--- src/rtl/register32_8_reader_if.sv ---
// Burst-read bus between a requester/consumer and register32_8_reader.
// Optional macro READ_PARITY_EN adds the d_par beat-parity signal.
//
// Handshake: a transfer on either channel happens only at a rising clk edge
// where valid and ready are both 1 (request: rd_req/rd_ready, data:
// d_valid/d_ready). The reader never lowers d_valid or changes d_out/d_last
// until the beat is taken; the requester holds rd_addr/rd_len with rd_req.
interface register32_8_reader_if #(
  parameter int WIDTH = 32
);
  logic             rd_req;
  logic [2:0]       rd_addr;
  logic [2:0]       rd_len;
  logic             rd_ready;
  logic [WIDTH-1:0] d_out;
  logic             d_valid;
  logic             d_ready;
  logic             d_last;
  logic             busy;
`ifdef READ_PARITY_EN
  logic             d_par;
`endif

  // Reader side.
  modport slave (
    input  rd_req,
    input  rd_addr,
    input  rd_len,
    input  d_ready,
    output rd_ready,
    output d_out,
    output d_valid,
    output d_last,
`ifdef READ_PARITY_EN
    output d_par,
`endif
    output busy
  );

  // Requester / consumer side.
  modport master (
    output rd_req,
    output rd_addr,
    output rd_len,
    output d_ready,
    input  rd_ready,
    input  d_out,
    input  d_valid,
    input  d_last,
`ifdef READ_PARITY_EN
    input  d_par,
`endif
    input  busy
  );
endinterface

--- src/rtl/register32_8_reader.sv ---
// Burst reader over an eight-entry register file.
// A request (start index, length-1) is accepted in IDLE; the reader then
// streams one snapshot word per accepted beat, wrapping the index modulo 8,
// and flags the final beat with d_last.
// Optional macro READ_PARITY_EN: adds d_par, the XOR of the d_out bits,
// registered together with d_out.
module register32_8_reader #(
  parameter int WIDTH = 32
) (
  input  logic                        clk,
  input  logic                        reset,
  input  logic [WIDTH-1:0]            d_in0,
  input  logic [WIDTH-1:0]            d_in1,
  input  logic [WIDTH-1:0]            d_in2,
  input  logic [WIDTH-1:0]            d_in3,
  input  logic [WIDTH-1:0]            d_in4,
  input  logic [WIDTH-1:0]            d_in5,
  input  logic [WIDTH-1:0]            d_in6,
  input  logic [WIDTH-1:0]            d_in7,
  register32_8_reader_if.slave        bus,
  output logic                        o_dbg_state
);

  typedef enum logic {
    IDLE  = 1'b0,
    BURST = 1'b1
  } state_t;

  state_t           r_state;
  logic [2:0]       r_ptr;
  logic [2:0]       r_cnt;
  logic [WIDTH-1:0] r_dout;
  logic             r_valid;

  state_t           w_state_nxt;
  logic [2:0]       w_ptr_nxt;
  logic [2:0]       w_cnt_nxt;
  logic             w_valid_nxt;
  logic             w_load;
  logic [2:0]       w_sel_idx;
  logic [WIDTH-1:0] w_sel_data;
  logic             w_beat_take;

`ifdef READ_PARITY_EN
  logic             r_par;
`endif

  // Register-file read mux: selects the word to snapshot into d_out.
  always_comb begin
    w_sel_data = d_in0;
    case (w_sel_idx)
      3'd0: w_sel_data = d_in0;
      3'd1: w_sel_data = d_in1;
      3'd2: w_sel_data = d_in2;
      3'd3: w_sel_data = d_in3;
      3'd4: w_sel_data = d_in4;
      3'd5: w_sel_data = d_in5;
      3'd6: w_sel_data = d_in6;
      3'd7: w_sel_data = d_in7;
      default: w_sel_data = d_in0;
    endcase
  end

  // A beat leaves only when it is actually presented; d_ready alone is inert.
  assign w_beat_take = r_valid && bus.d_ready;

  // Next-state logic: request capture in IDLE, beat advance in BURST.
  always_comb begin
    w_state_nxt = r_state;
    w_ptr_nxt   = r_ptr;
    w_cnt_nxt   = r_cnt;
    w_valid_nxt = r_valid;
    w_load      = 1'b0;
    w_sel_idx   = r_ptr;
    case (r_state)
      IDLE: begin
        if (bus.rd_req) begin
          w_ptr_nxt   = bus.rd_addr;
          w_cnt_nxt   = bus.rd_len;
          w_sel_idx   = bus.rd_addr;
          w_load      = 1'b1;
          w_valid_nxt = 1'b1;
          w_state_nxt = BURST;
        end
      end
      BURST: begin
        // rd_req is deliberately not looked at here: requests during a
        // burst are ignored, not queued.
        if (w_beat_take) begin
          if (r_cnt != 3'd0) begin
            // 3-bit increment gives the 7 -> 0 wrap for free.
            w_ptr_nxt = r_ptr + 3'd1;
            w_cnt_nxt = r_cnt - 3'd1;
            w_sel_idx = r_ptr + 3'd1;
            w_load    = 1'b1;
          end else begin
            w_valid_nxt = 1'b0;
            w_state_nxt = IDLE;
          end
        end
      end
      default: begin
        w_state_nxt = IDLE;
        w_valid_nxt = 1'b0;
      end
    endcase
  end

  // State, pointer/count and the d_out snapshot register.
  always_ff @(posedge clk) begin
    if (reset) begin
      r_state <= IDLE;
      r_ptr   <= 3'd0;
      r_cnt   <= 3'd0;
      r_valid <= 1'b0;
      r_dout  <= '0;
    end else begin
      r_state <= w_state_nxt;
      r_ptr   <= w_ptr_nxt;
      r_cnt   <= w_cnt_nxt;
      r_valid <= w_valid_nxt;
      // d_out only changes on a load, so it stays frozen across a stall
      // even if the register file changes underneath it.
      if (w_load) begin
        r_dout <= w_sel_data;
      end
    end
  end

`ifdef READ_PARITY_EN
  // Parity travels with the snapshot so it is stable under stall as well.
  always_ff @(posedge clk) begin
    if (reset) begin
      r_par <= 1'b0;
    end else if (w_load) begin
      r_par <= ^w_sel_data;
    end
  end

  assign bus.d_par = r_par;
`endif

  assign bus.rd_ready = (r_state == IDLE);
  assign bus.busy     = (r_state == BURST);
  assign bus.d_valid  = r_valid;
  assign bus.d_out    = r_dout;
  assign bus.d_last   = r_valid && (r_cnt == 3'd0);
  assign o_dbg_state  = r_state;

endmodule

--- src/flat_wrapper.sv ---
// flat-port wrapper written by rule: the top's interface ports become plain ports
module register32_8_reader_flat 
#(
  parameter int WIDTH = 32
)
  (clk, reset, d_in0, d_in1, d_in2, d_in3, d_in4, d_in5, d_in6, d_in7, o_dbg_state, bus_rd_req, bus_rd_addr, bus_rd_len, bus_d_ready, bus_rd_ready, bus_d_out, bus_d_valid, bus_d_last, bus_busy);
  register32_8_reader_if #(.WIDTH(WIDTH)) bus_i ();
  input  logic clk;
  input  logic reset;
  input  logic [WIDTH-1:0] d_in0;
  input  logic [WIDTH-1:0] d_in1;
  input  logic [WIDTH-1:0] d_in2;
  input  logic [WIDTH-1:0] d_in3;
  input  logic [WIDTH-1:0] d_in4;
  input  logic [WIDTH-1:0] d_in5;
  input  logic [WIDTH-1:0] d_in6;
  input  logic [WIDTH-1:0] d_in7;
  output logic o_dbg_state;
  input wire logic [$bits(bus_i.rd_req)-1:0] bus_rd_req;
  input wire logic [$bits(bus_i.rd_addr)-1:0] bus_rd_addr;
  input wire logic [$bits(bus_i.rd_len)-1:0] bus_rd_len;
  input wire logic [$bits(bus_i.d_ready)-1:0] bus_d_ready;
  output wire logic [$bits(bus_i.rd_ready)-1:0] bus_rd_ready;
  output wire logic [$bits(bus_i.d_out)-1:0] bus_d_out;
  output wire logic [$bits(bus_i.d_valid)-1:0] bus_d_valid;
  output wire logic [$bits(bus_i.d_last)-1:0] bus_d_last;
  output wire logic [$bits(bus_i.busy)-1:0] bus_busy;
  assign bus_i.rd_req = bus_rd_req;
  assign bus_i.rd_addr = bus_rd_addr;
  assign bus_i.rd_len = bus_rd_len;
  assign bus_i.d_ready = bus_d_ready;
  assign bus_rd_ready = bus_i.rd_ready;
  assign bus_d_out = bus_i.d_out;
  assign bus_d_valid = bus_i.d_valid;
  assign bus_d_last = bus_i.d_last;
  assign bus_busy = bus_i.busy;
  register32_8_reader #(.WIDTH(WIDTH)) u_core (.clk(clk), .reset(reset), .d_in0(d_in0), .d_in1(d_in1), .d_in2(d_in2), .d_in3(d_in3), .d_in4(d_in4), .d_in5(d_in5), .d_in6(d_in6), .d_in7(d_in7), .bus(bus_i), .o_dbg_state(o_dbg_state));
endmodule
--- config.mk ---
export PLATFORM = sky130hd
export DESIGN_NAME = register32_8_reader_flat
export DESIGN_NICKNAME = d
export VERILOG_FILES = /design/src/rtl/register32_8_reader_if.sv /design/src/rtl/register32_8_reader.sv /design/src/flat_wrapper.sv
export SDC_FILE = /design/constraint.sdc
export NUM_CORES = 1
export LEC_CHECK = 0
export CORE_AREA = 2 2 116 118
export CTS_CLUSTER_SIZE = 20
export DETAILED_ROUTE_END_ITERATION = 7
export DIE_AREA = 0 0 118 120
export PLACE_DENSITY = 0.85
export SKIP_CTS_REPAIR_TIMING = 1
export SYNTH_ARGS = -nofsm -noshare
export SYNTH_HDL_FRONTEND = slang
export SYNTH_SLANG_ARGS = --single-unit
--- constraint.sdc ---
create_clock -name clk -period 6.67 [get_ports clk]
set_input_delay 1.334 -clock clk [delete_from_list [all_inputs] [get_ports clk]]
set_output_delay 1.334 -clock clk [all_outputs]
set_load 0.005 [all_outputs]
==> run_results.csv, run 1 <==
group,metric,value,unit
floorplanning,start_util,0.341,
floorplanning,die_area,0.0142,mm^2
clocking,cts_made_buffers,5,
detailed_routing,drt_iter0_drc,593,
logic_synthesis,yosysTopAreaCellShare,0.181,
placed_design,io_buffers,302,
clocking,clock_latency,280,ps
layout,multiInputGateArea,0.00327,mm^2
detailed_routing,vias,6146,
status,status,"completed",
placed_design,preCtsSetupSlack,2120,ps
logic_synthesis,synth_warnings,0,
placed_design,hpwl,14900,um
grt,grt_max_degree,66,
timing,maxSlewHeadroom,0.182,
layout,area.sequential,801,um^2
timing,tightest_slew,1230,ps
logic_synthesis,synth.largest_area_cell,"dfxtp_1",
layout,area_growth,71.5,%
detailed_routing,ant_nets,0,
clocking,cts.path.max_buffers,2,
layout,instances_no_fill,1032,
logic_synthesis,synth_edf_count,0,
power_and_ir_drop,ir_drop,96.3,uV
detailed_routing,drc,0,
timing,rsz0062_at_grt,"false",
timing,setup_slack,2330,ps
worst_setup_path,critPathArrivalTime,4570,ps
clocking,clkTransAtPathRegs,70,ps
grt,antenna_found_initial,2,
logic_synthesis,synth_flop_cell,"dfxtp_1",
detailed_routing,drt_wl_total,20000,um
layout,nets,1122,
placed_design,dp.cells,1022,
logic_synthesis,async_flop_share,0,
placed_design,place_area,0.00742,mm^2
detailed_routing,wl_per_cell,19.4,um
clocking,cts-root-buf,"clkbuf_16",
power_and_ir_drop,power_leakage,2.72,nW
logic_synthesis,synthesis.area,0.00442,mm^2
layout,fin_util,0.585,
timing,fmax,0.230,GHz
clocking,cts_tree,"yes",
logic_synthesis,ys_ff_latch,40,
detailed_routing,drt_first_pass_iters,5,
logic_synthesis,ys_types,55,
timing,setup_violations,0,
layout,fin_area,0.00759,mm^2
timing,fin_crit_sh,0.651,
timing,clock_skew,7.21,ps
timing,layout_min_cycle_time,4340,ps
timing,final-max-slew-violation-count,0,
logic_synthesis,syn-mean-instance-area,7.35,um^2
logic_synthesis,synthTopCellsByArea,"dfxtp_1 18%, mux2i_1 11%, nand3_1 9.5%",
worst_setup_path,start_kind,"input port",
floorplanning,die_y,120,um
clocking,htreeDepth,2,
detailed_routing,avgViaCountPerCell,5.96,
grt,track_usage,0.267,
power_and_ir_drop,post-layout-total-power,1.18,mW
hold_path,hp-class,"flop to flop",
grt,grt_pass1_vias,5738,
timing,fin_setup_tns,0,ps
placed_design,routabilityCongestion,0.869,
layout,drive_gt1_frac,0.0480,
floorplanning,boundaryPins,303,
worst_setup_path,cp-end-kind,"flop",
logic_synthesis,seq_area_frac_synth,0.181,
worst_setup_path,crit_fanout,25,
grt,gr-total-overflow,0,
floorplanning,row_count,42,
grt,grt_pass1_wl,30700,um
clocking,cts_num_sinks,40,
worst_setup_path,crit_type,"input port to flop",
logic_synthesis,synthCells,602,
flow_run,max_cap_violations,0,
timing,hold_slack,468,ps
power_and_ir_drop,power_density,155,mW/mm^2
logic_synthesis,syn-num-nets,871,
floorplanning,core_area,0.0130,mm^2
timing,hold_viol,0,
worst_setup_path,cp.required,6900,ps
layout,fillers,1204,
floorplanning,die_w,118,um
==> final timing paths <==
kind	slack [ps]	start	cells after the start	to
setup / recovery	2330	bus_d_ready	7	u_core.bus.d_out[4]
hold / removal	470	u_core.r_cnt[0]	2	u_core.r_cnt[0]
setup reg to reg	3140	u_core.r_ptr[2]	7	u_core.bus.d_out[4]
hold reg to reg	470	u_core.r_cnt[0]	2	u_core.r_cnt[0]
==> cell usage in the layout, fill, tap and decap left out, types with 3 or more instances in the layout <==
| cell type | count |
|---|---|
| a211oi_1 | 17 |
| nand3_1 | 83 |
| mux2i_1 | 48 |
| ha_1 | 3 |
| a31oi_1 | 4 |
| dfxtp_1 | 40 |
| o221ai_1 | 25 |
| o21ai_0 | 11 |
| a21oi_1 | 64 |
| inv_1 | 4 |
| nand4_1 | 14 |
| a32o_1 | 25 |
| nor3_1 | 5 |
| buf_4 | 11 |
| a221oi_1 | 7 |
| nor2_1 | 54 |
| nand2_1 | 52 |
| nand2b_1 | 3 |
| clkdlybuf4s50_1 | 302 |
| clkbuf_16 | 5 |
| o31a_1 | 31 |
==> power breakdown <==
part           total [mW]  leakage (nW)  switching, mW  internal [mW]
Combinational       0.590          2.31          0.275          0.316
Clock               0.280        0.0809          0.104          0.176
Sequential          0.309         0.330         0.0352          0.274
==> registers in the layout, summed over array words and instances, names as in the netlist <==
name,flops
u_core.bus.d_out,32
u_core.r_cnt,3
u_core.r_ptr,3
u_core.bus.busy,1
u_core.bus.d_valid,1
==> cell usage after synthesis (all sizes together), types with 16 or more instances <==
cell and n:
o221ai 26, mux2i 49, dfxtp 40, nand2 54
a211oi 19, buf 53, nand3 86, a32o 25
clkbuf 16, o31a 31, nor2 55, a21oi 64
==> cell families after synthesis <==
group	synth area share
adders and majority gates	0.00849
buffers and inverters	0.0905
AOI/OAI and AO/OA	0.355
xor gates and xnor gates	0.00396
muxes	0.114
and+or+nand+nor	0.247
DFF	0.181
==> critical path: stages <==
cell and delay [ps]:
clkdlybuf4s50_1 490, and2_1 310, nand3_2 220, o31ai_4 1010
nand2_2 640, o221ai_1 370, o31a_1 160
==> routing by layer <==
layer  track usage  routed length [um]  vias to the layer above
li1              -                   -                     2839
met1         0.333                7810                     2841
met2         0.455                9750                      408
met3        0.0466                1810                       58
met4         0.108                 669                        0
met5             0                   0                        -
==> cell type report <==
class,count,area share
multi-input combinational,488,0.431
timing repair buffer,313,0.409
sequential,40,0.106
tap,176,0.0290
clock buffer,6,0.0170
clock inverter,2,0.00462
inverter,5,0.00247
antenna,2,0.000660
(Power assumes the default switching activity.)
==> run 2: changes to the inputs <==
==> constraint.sdc (replaced) <==
create_clock -name clk -period 4.5 [get_ports clk]
set_input_delay 0.9 -clock clk [delete_from_list [all_inputs] [get_ports clk]]
set_output_delay 0.9 -clock clk [all_outputs]
set_load 0.005 [all_outputs]
==> run 2 against run 1 <==
  * Sequential share of layout area down 0.093 points
  * Non-clock buffer count is 6 higher
  * Critical path depth rose by 1
  * Critical path type unchanged
==> run_results.csv, run 2 (same netlist as run 1, synthesis figures left out) <==
group,metric,value,unit
grt,grt_pass1_vias,5562,
timing,maxSlewHeadroom,0.264,
detailed_routing,drt_iter0_drc,638,
power_and_ir_drop,post-layout-total-power,1.75,mW
layout,drive_gt1_frac,0.0547,
clocking,cts_made_buffers,5,
hold_path,min_to,"u_core.r_cnt[0]",
timing,hold_slack,482,ps
status,status,"completed",
detailed_routing,drc,0,
layout,final_common_cell,"clkdlybuf4s50_1",
power_and_ir_drop,seq_power_share,0.262,
worst_setup_path,critPathArrivalTime,3710,ps
floorplanning,die_area,0.0142,mm^2
layout,nets,1128,
clocking,cts.path.max_buffers,2,
grt,grt_max_degree,53,
worst_setup_path,cp-end-kind,"flop",
power_and_ir_drop,power_density,229,mW/mm^2
worst_setup_path,timing.rr.end,"u_core.bus.d_out[13]",
worst_setup_path,crit_type,"input port to flop",
worst_setup_path,r2r-start,"u_core.r_cnt[0]",
power_and_ir_drop,power_leakage,2.75,nW
floorplanning,die_w,118,um
layout,area_growth,73.0,%
placed_design,routabilityCongestion,0.891,
grt,gr-total-overflow,0,
floorplanning,boundaryPins,303,
timing,setup_violations,0,
placed_design,dp.cells,1028,
floorplanning,start_util,0.341,
timing,rsz0062_at_grt,"false",
floorplanning,core_area,0.0130,mm^2
floorplanning,row_count,42,
clocking,cts_num_sinks,40,
clocking,cts-root-buf,"clkbuf_16",
grt,antenna_found_initial,1,
clocking,clkTransAtPathRegs,60,ps
flow_run,max_cap_violations,0,
timing,hold_viol,0,
hold_path,holdPathStages,2,
detailed_routing,drt_first_pass_iters,5,
worst_setup_path,cp.required,4730,ps
grt,grt_pass1_wl,30200,um
timing,fin_setup_tns,0,ps
timing,fmax,0.287,GHz
floorplanning,die_y,120,um
layout,instances_no_fill,1037,
clocking,clock_latency,280,ps
timing,fin_crit_sh,0.773,
layout,final_cell_mix,"302 x clkdlybuf4s50_1, 83 x nand3_1, 64 x a21oi_1, 54 x nor2_1, 52 x nand2_1",
detailed_routing,vias,6041,
power_and_ir_drop,pwr-share-clk,0.235,
placed_design,hpwl,15000,um
timing,clock_skew,8.54,ps
worst_setup_path,reg2reg_depth,8,
clocking,htreeDepth,2,
detailed_routing,ant_nets,0,
worst_setup_path,rrSetupSlack,1310,ps
timing,layout_min_cycle_time,3480,ps
detailed_routing,drt_wl_total,20000,um
detailed_routing,avgViaCountPerCell,5.83,
grt,track_usage,0.264,
layout,largest_reg_flops,32,
worst_setup_path,start_kind,"input port",
layout,fillers,1194,
timing,tightest_slew,1100,ps
worst_setup_path,crit_fanout,39,
timing,final-max-slew-violation-count,0,
power_and_ir_drop,ir_drop,166,uV
power_and_ir_drop,p_switching,0.606,mW
clocking,cts_tree,"yes",
power_and_ir_drop,switching_share,0.346,
power_and_ir_drop,p_comb_frac,0.503,
detailed_routing,wl_per_cell,19.3,um
hold_path,hp-class,"flop to flop",
power_and_ir_drop,p_int,1.15,mW
placed_design,io_buffers,302,
hold_path,worstHoldStart,"u_core.r_cnt[0]",
-- run 2: power groups by stage --
| stage | Clock, mW | Combinational [mW] | Sequential, mW |
|---|---|---|---|
| after floorplan | 0 | 0.451 | 0.452 |
| after global placement | 0 | 0.867 | 0.464 |
| after CTS | 0.420 | 0.879 | 0.457 |
| after detailed placement | 0 | 0.875 | 0.465 |
| final | 0.412 | 0.883 | 0.459 |
| after global routing | 0.434 | 0.943 | 0.465 |
-- run 2: final cells by class --
class	count	area (um^2)	area share
Timing Repair Buffer	319	3180	0.415
Multi-Input combinational cell	488	3270	0.428
Antenna cell	1	2.50	0.000327
Clock buffer	6	129	0.0168
Sequential cell	40	801	0.105
Clock inverter	2	35.0	0.00458
Inverter	5	18.8	0.00245
Tap cell	176	220	0.0288
-- run 2: worst max-delay path, stage by stage --
cell and delay, ps:
clkdlybuf4s50_1 620, mux2i_4 290, buf_4 240, nand2_2 120, and3_4 520, nand2_2 490, o221ai_1 370, o31a_1 150
-- run 2: worst max path at each step --
stage                     from  slack (ps)              endpoint
floorplan           bus_rd_req        1930  u_core.bus.d_out[20]
global placement    bus_rd_req         880  u_core.bus.d_out[21]
detailed placement  bus_rd_req         800  u_core.bus.d_out[13]
CTS                 bus_rd_req        1080  u_core.bus.d_out[13]
global route        bus_rd_req         860  u_core.bus.d_out[13]
finish              bus_rd_req        1020  u_core.bus.d_out[13]
-- run 2: routing by layer --
layer,vias up,track usage,share of wire
met3,30,0.0518,0.091
li1,2849,-,-
met4,0,0.0700,0.022
met1,2817,0.330,0.39
met2,345,0.462,0.50
met5,-,0,0
-- run 2: metrics by stage --
| step | utilization | instance area [um^2] | setup slack [ps] |
|---|---|---|---|
| 6_report | 0.590 | 7660 | 1020 |
| 5_1_grt | 0.590 | 7660 | 863 |
| 4_1_cts | 0.590 | 7650 | 1080 |
| 3_5_place_dp | 0.577 | 7490 | 796 |
| 3_3_place_gp | 0.577 | 7490 | 878 |
| 2_1_floorplan | - | 4420 | 1930 |
==> run 3: changes to the inputs <==
--- a/config.mk
+++ b/config.mk
@@ -5,11 +5,11 @@
 export SDC_FILE = /design/constraint.sdc
 export NUM_CORES = 1
 export LEC_CHECK = 0
-export CORE_AREA = 2 2 116 118
+export CORE_MARGIN = 1.5
+export CORE_UTILIZATION = 33
 export CTS_CLUSTER_SIZE = 20
 export DETAILED_ROUTE_END_ITERATION = 7
-export DIE_AREA = 0 0 118 120
-export PLACE_DENSITY = 0.85
+export PLACE_DENSITY = 0.86
 export SKIP_CTS_REPAIR_TIMING = 1
 export SYNTH_ARGS = -nofsm -noshare
 export SYNTH_HDL_FRONTEND = slang
==> constraint.sdc (replaced) <==
create_clock -name clk -period 2.8 [get_ports clk]
set_input_delay 0.56 -clock clk [delete_from_list [all_inputs] [get_ports clk]]
set_output_delay 0.56 -clock clk [all_outputs]
set_load 0.005 [all_outputs]
==> run 3 against run 2 <==
  * Design area increased by 5.5%
  * Via count increased by 2.7%
  * Largest cell class is now buffers
  * Sequential power up 59%
  * Highest routed layer unchanged
  * Clock power up 36%
  * First-iteration DRC count down 24%
  * Final cell count increased by 3.3%
  * Setup slack worse by 790 ps
  * Global-route usage up 1.7 points
  * Count of clock-buffer cells in the layout unchanged
  * Total power grew 64%
  * Utilization grew 2.5 points
  * Clock skew decreased by 5.7 ps
==> run_results.csv, run 3 (same netlist as run 1, synthesis figures left out) <==
group,metric,value,unit
layout,num_antenna_cells,0,
floorplanning,core_area,0.0131,mm^2
detailed_routing,drc,0,
detailed_routing,vias,6202,
detailed_routing,ant_nets,0,
timing,maxSlewHeadroom,0.459,
timing,layout_min_cycle_time,2560,ps
clocking,cts.path.max_buffers,2,
grt,grt_pass1_wl,31800,um
floorplanning,die_w,119,um
timing,hold_viol,0,
timing,clock_skew,2.83,ps
placed_design,place_area,0.00793,mm^2
worst_setup_path,reg2reg_depth,10,
worst_setup_path,crit_type,"input port to flop",
timing,fin_crit_sh,0.916,
worst_setup_path,critPathArrivalTime,2740,ps
floorplanning,die_y,119,um
power_and_ir_drop,ir_drop,237,uV
placed_design,routabilityCongestion,0.947,
timing,hold_slack,499,ps
worst_setup_path,timing.rr.end,"u_core.bus.d_out[27]",
layout,multiInputGateArea,0.00329,mm^2
grt,grt_pass1_vias,6067,
power_and_ir_drop,power_density,356,mW/mm^2
layout,final_common_cell,"clkdlybuf4s50_1",
timing,tightest_slew,802,ps
floorplanning,boundaryPins,303,
clocking,cts-root-buf,"clkbuf_16",
worst_setup_path,cp-end-kind,"flop",
clocking,cts_made_buffers,5,
layout,area.sequential,801,um^2
flow_run,max_cap_violations,0,
floorplanning,row_count,42,
detailed_routing,drt_iter0_drc,488,
layout,largest_reg_flops,32,
worst_setup_path,cp-endpoint,"u_core.bus.d_out[23]",
grt,antenna_found_initial,0,
grt,track_usage,0.281,
placed_design,hpwl,15800,um
detailed_routing,wl_per_cell,19.5,um
worst_setup_path,crit_start,"bus_d_ready",
layout,fillers,1172,
clocking,htreeDepth,2,
power_and_ir_drop,power_leakage,2.98,nW
placed_design,io_buffers,302,
worst_setup_path,r2r-start,"u_core.r_cnt[0]",
worst_setup_path,rrSetupSlack,290,ps
clocking,cts_num_sinks,40,
floorplanning,start_util,0.337,
status,status,"completed",
detailed_routing,drt_first_pass_iters,5,
layout,final_cell_mix,"302 x clkdlybuf4s50_1, 83 x nand3_1, 64 x a21oi_1, 54 x nor2_1, 52 x nand2_1",
timing,rsz0062_at_grt,"false",
layout,nets,1164,
layout,area_growth,82.6,%
timing,setup_violations,0,
worst_setup_path,start_kind,"input port",
floorplanning,die_area,0.0141,mm^2
timing,final-max-slew-violation-count,0,
layout,fin_area,0.00808,mm^2
hold_path,hp-class,"flop to flop",
grt,gr-total-overflow,0,
worst_setup_path,crit_fanout,20,
timing,fmax,0.390,GHz
grt,grt_max_degree,34,
clocking,cts_tree,"yes",
clocking,clkTransAtPathRegs,60,ps
detailed_routing,avgViaCountPerCell,5.79,
power_and_ir_drop,post-layout-total-power,2.87,mW
layout,drive_gt1_frac,0.0916,
worst_setup_path,cp.required,2970,ps
detailed_routing,drt_wl_total,20900,um
clocking,clock_latency,280,ps
## run 3: cell count changes in the layout (fill, tap and decap cells not counted)
cell | previous run | this run
diode_2 | 1 | 0
buf_12 | 2 | 16
nor3_4 | 2 | 3
bufinv_16 | 1 | 0
buf_4 | 15 | 36
## run 3: routing by layer
metal / GRT usage / wire (um) / vias up
met5: 0 / 0 / -
li1: - / - / 2919
met2: 0.494 / 10300 / 359
met4: 0.113 / 751 / 0
met1: 0.335 / 7930 / 2870
met3: 0.0536 / 1840 / 54
## run 3: cell type report
type | instances | share of cell area
timing repair buffer | 354 | 0.447
clock buffer | 6 | 0.0160
sequential | 40 | 0.0991
multi-input combinational | 489 | 0.407
inverter | 5 | 0.00232
clock inverter | 1 | 0.000620
tap | 176 | 0.0273
## run 3: worst min-delay path by stage
stage | start | end | slack (ps) | depth (start not counted)
3_5_place_dp | u_core.r_cnt[0] | u_core.r_cnt[0] | 480 | 2
4_1_cts | u_core.r_cnt[0] | u_core.r_cnt[0] | 490 | 2
5_1_grt | u_core.r_cnt[0] | u_core.r_cnt[0] | 530 | 2
2_1_floorplan | u_core.r_cnt[0] | u_core.r_cnt[0] | 450 | 2
3_3_place_gp | u_core.r_cnt[0] | u_core.r_cnt[0] | 450 | 2
6_report | u_core.r_cnt[0] | u_core.r_cnt[0] | 500 | 2
## run 3: per-stage QoR
stage          worst slack [ps]  instances  TNS, ps  utilization
2_1_floorplan               569        602        0            -
5_1_grt                     130       1071        0        0.615
6_report                    235       1071        0        0.615
4_1_cts                    82.0       1070        0        0.614
3_5_place_dp               -209       1063    -4560        0.603
3_3_place_gp               -140       1063    -3210        0.603
## run 3: worst max-delay path, stage by stage
cell             delay [ps]
clkdlybuf4s50_1         490
and2_1                  180
nand3_2                  90
buf_4                   190
o221ai_4                310
buf_12                  220
mux2i_1                 250
o221ai_1                180
o31a_1                  250
## run 3: power breakdown
group	internal (mW)	switching [mW]
clock	0.325	0.236
combinational	0.881	0.699
sequential	0.653	0.0782
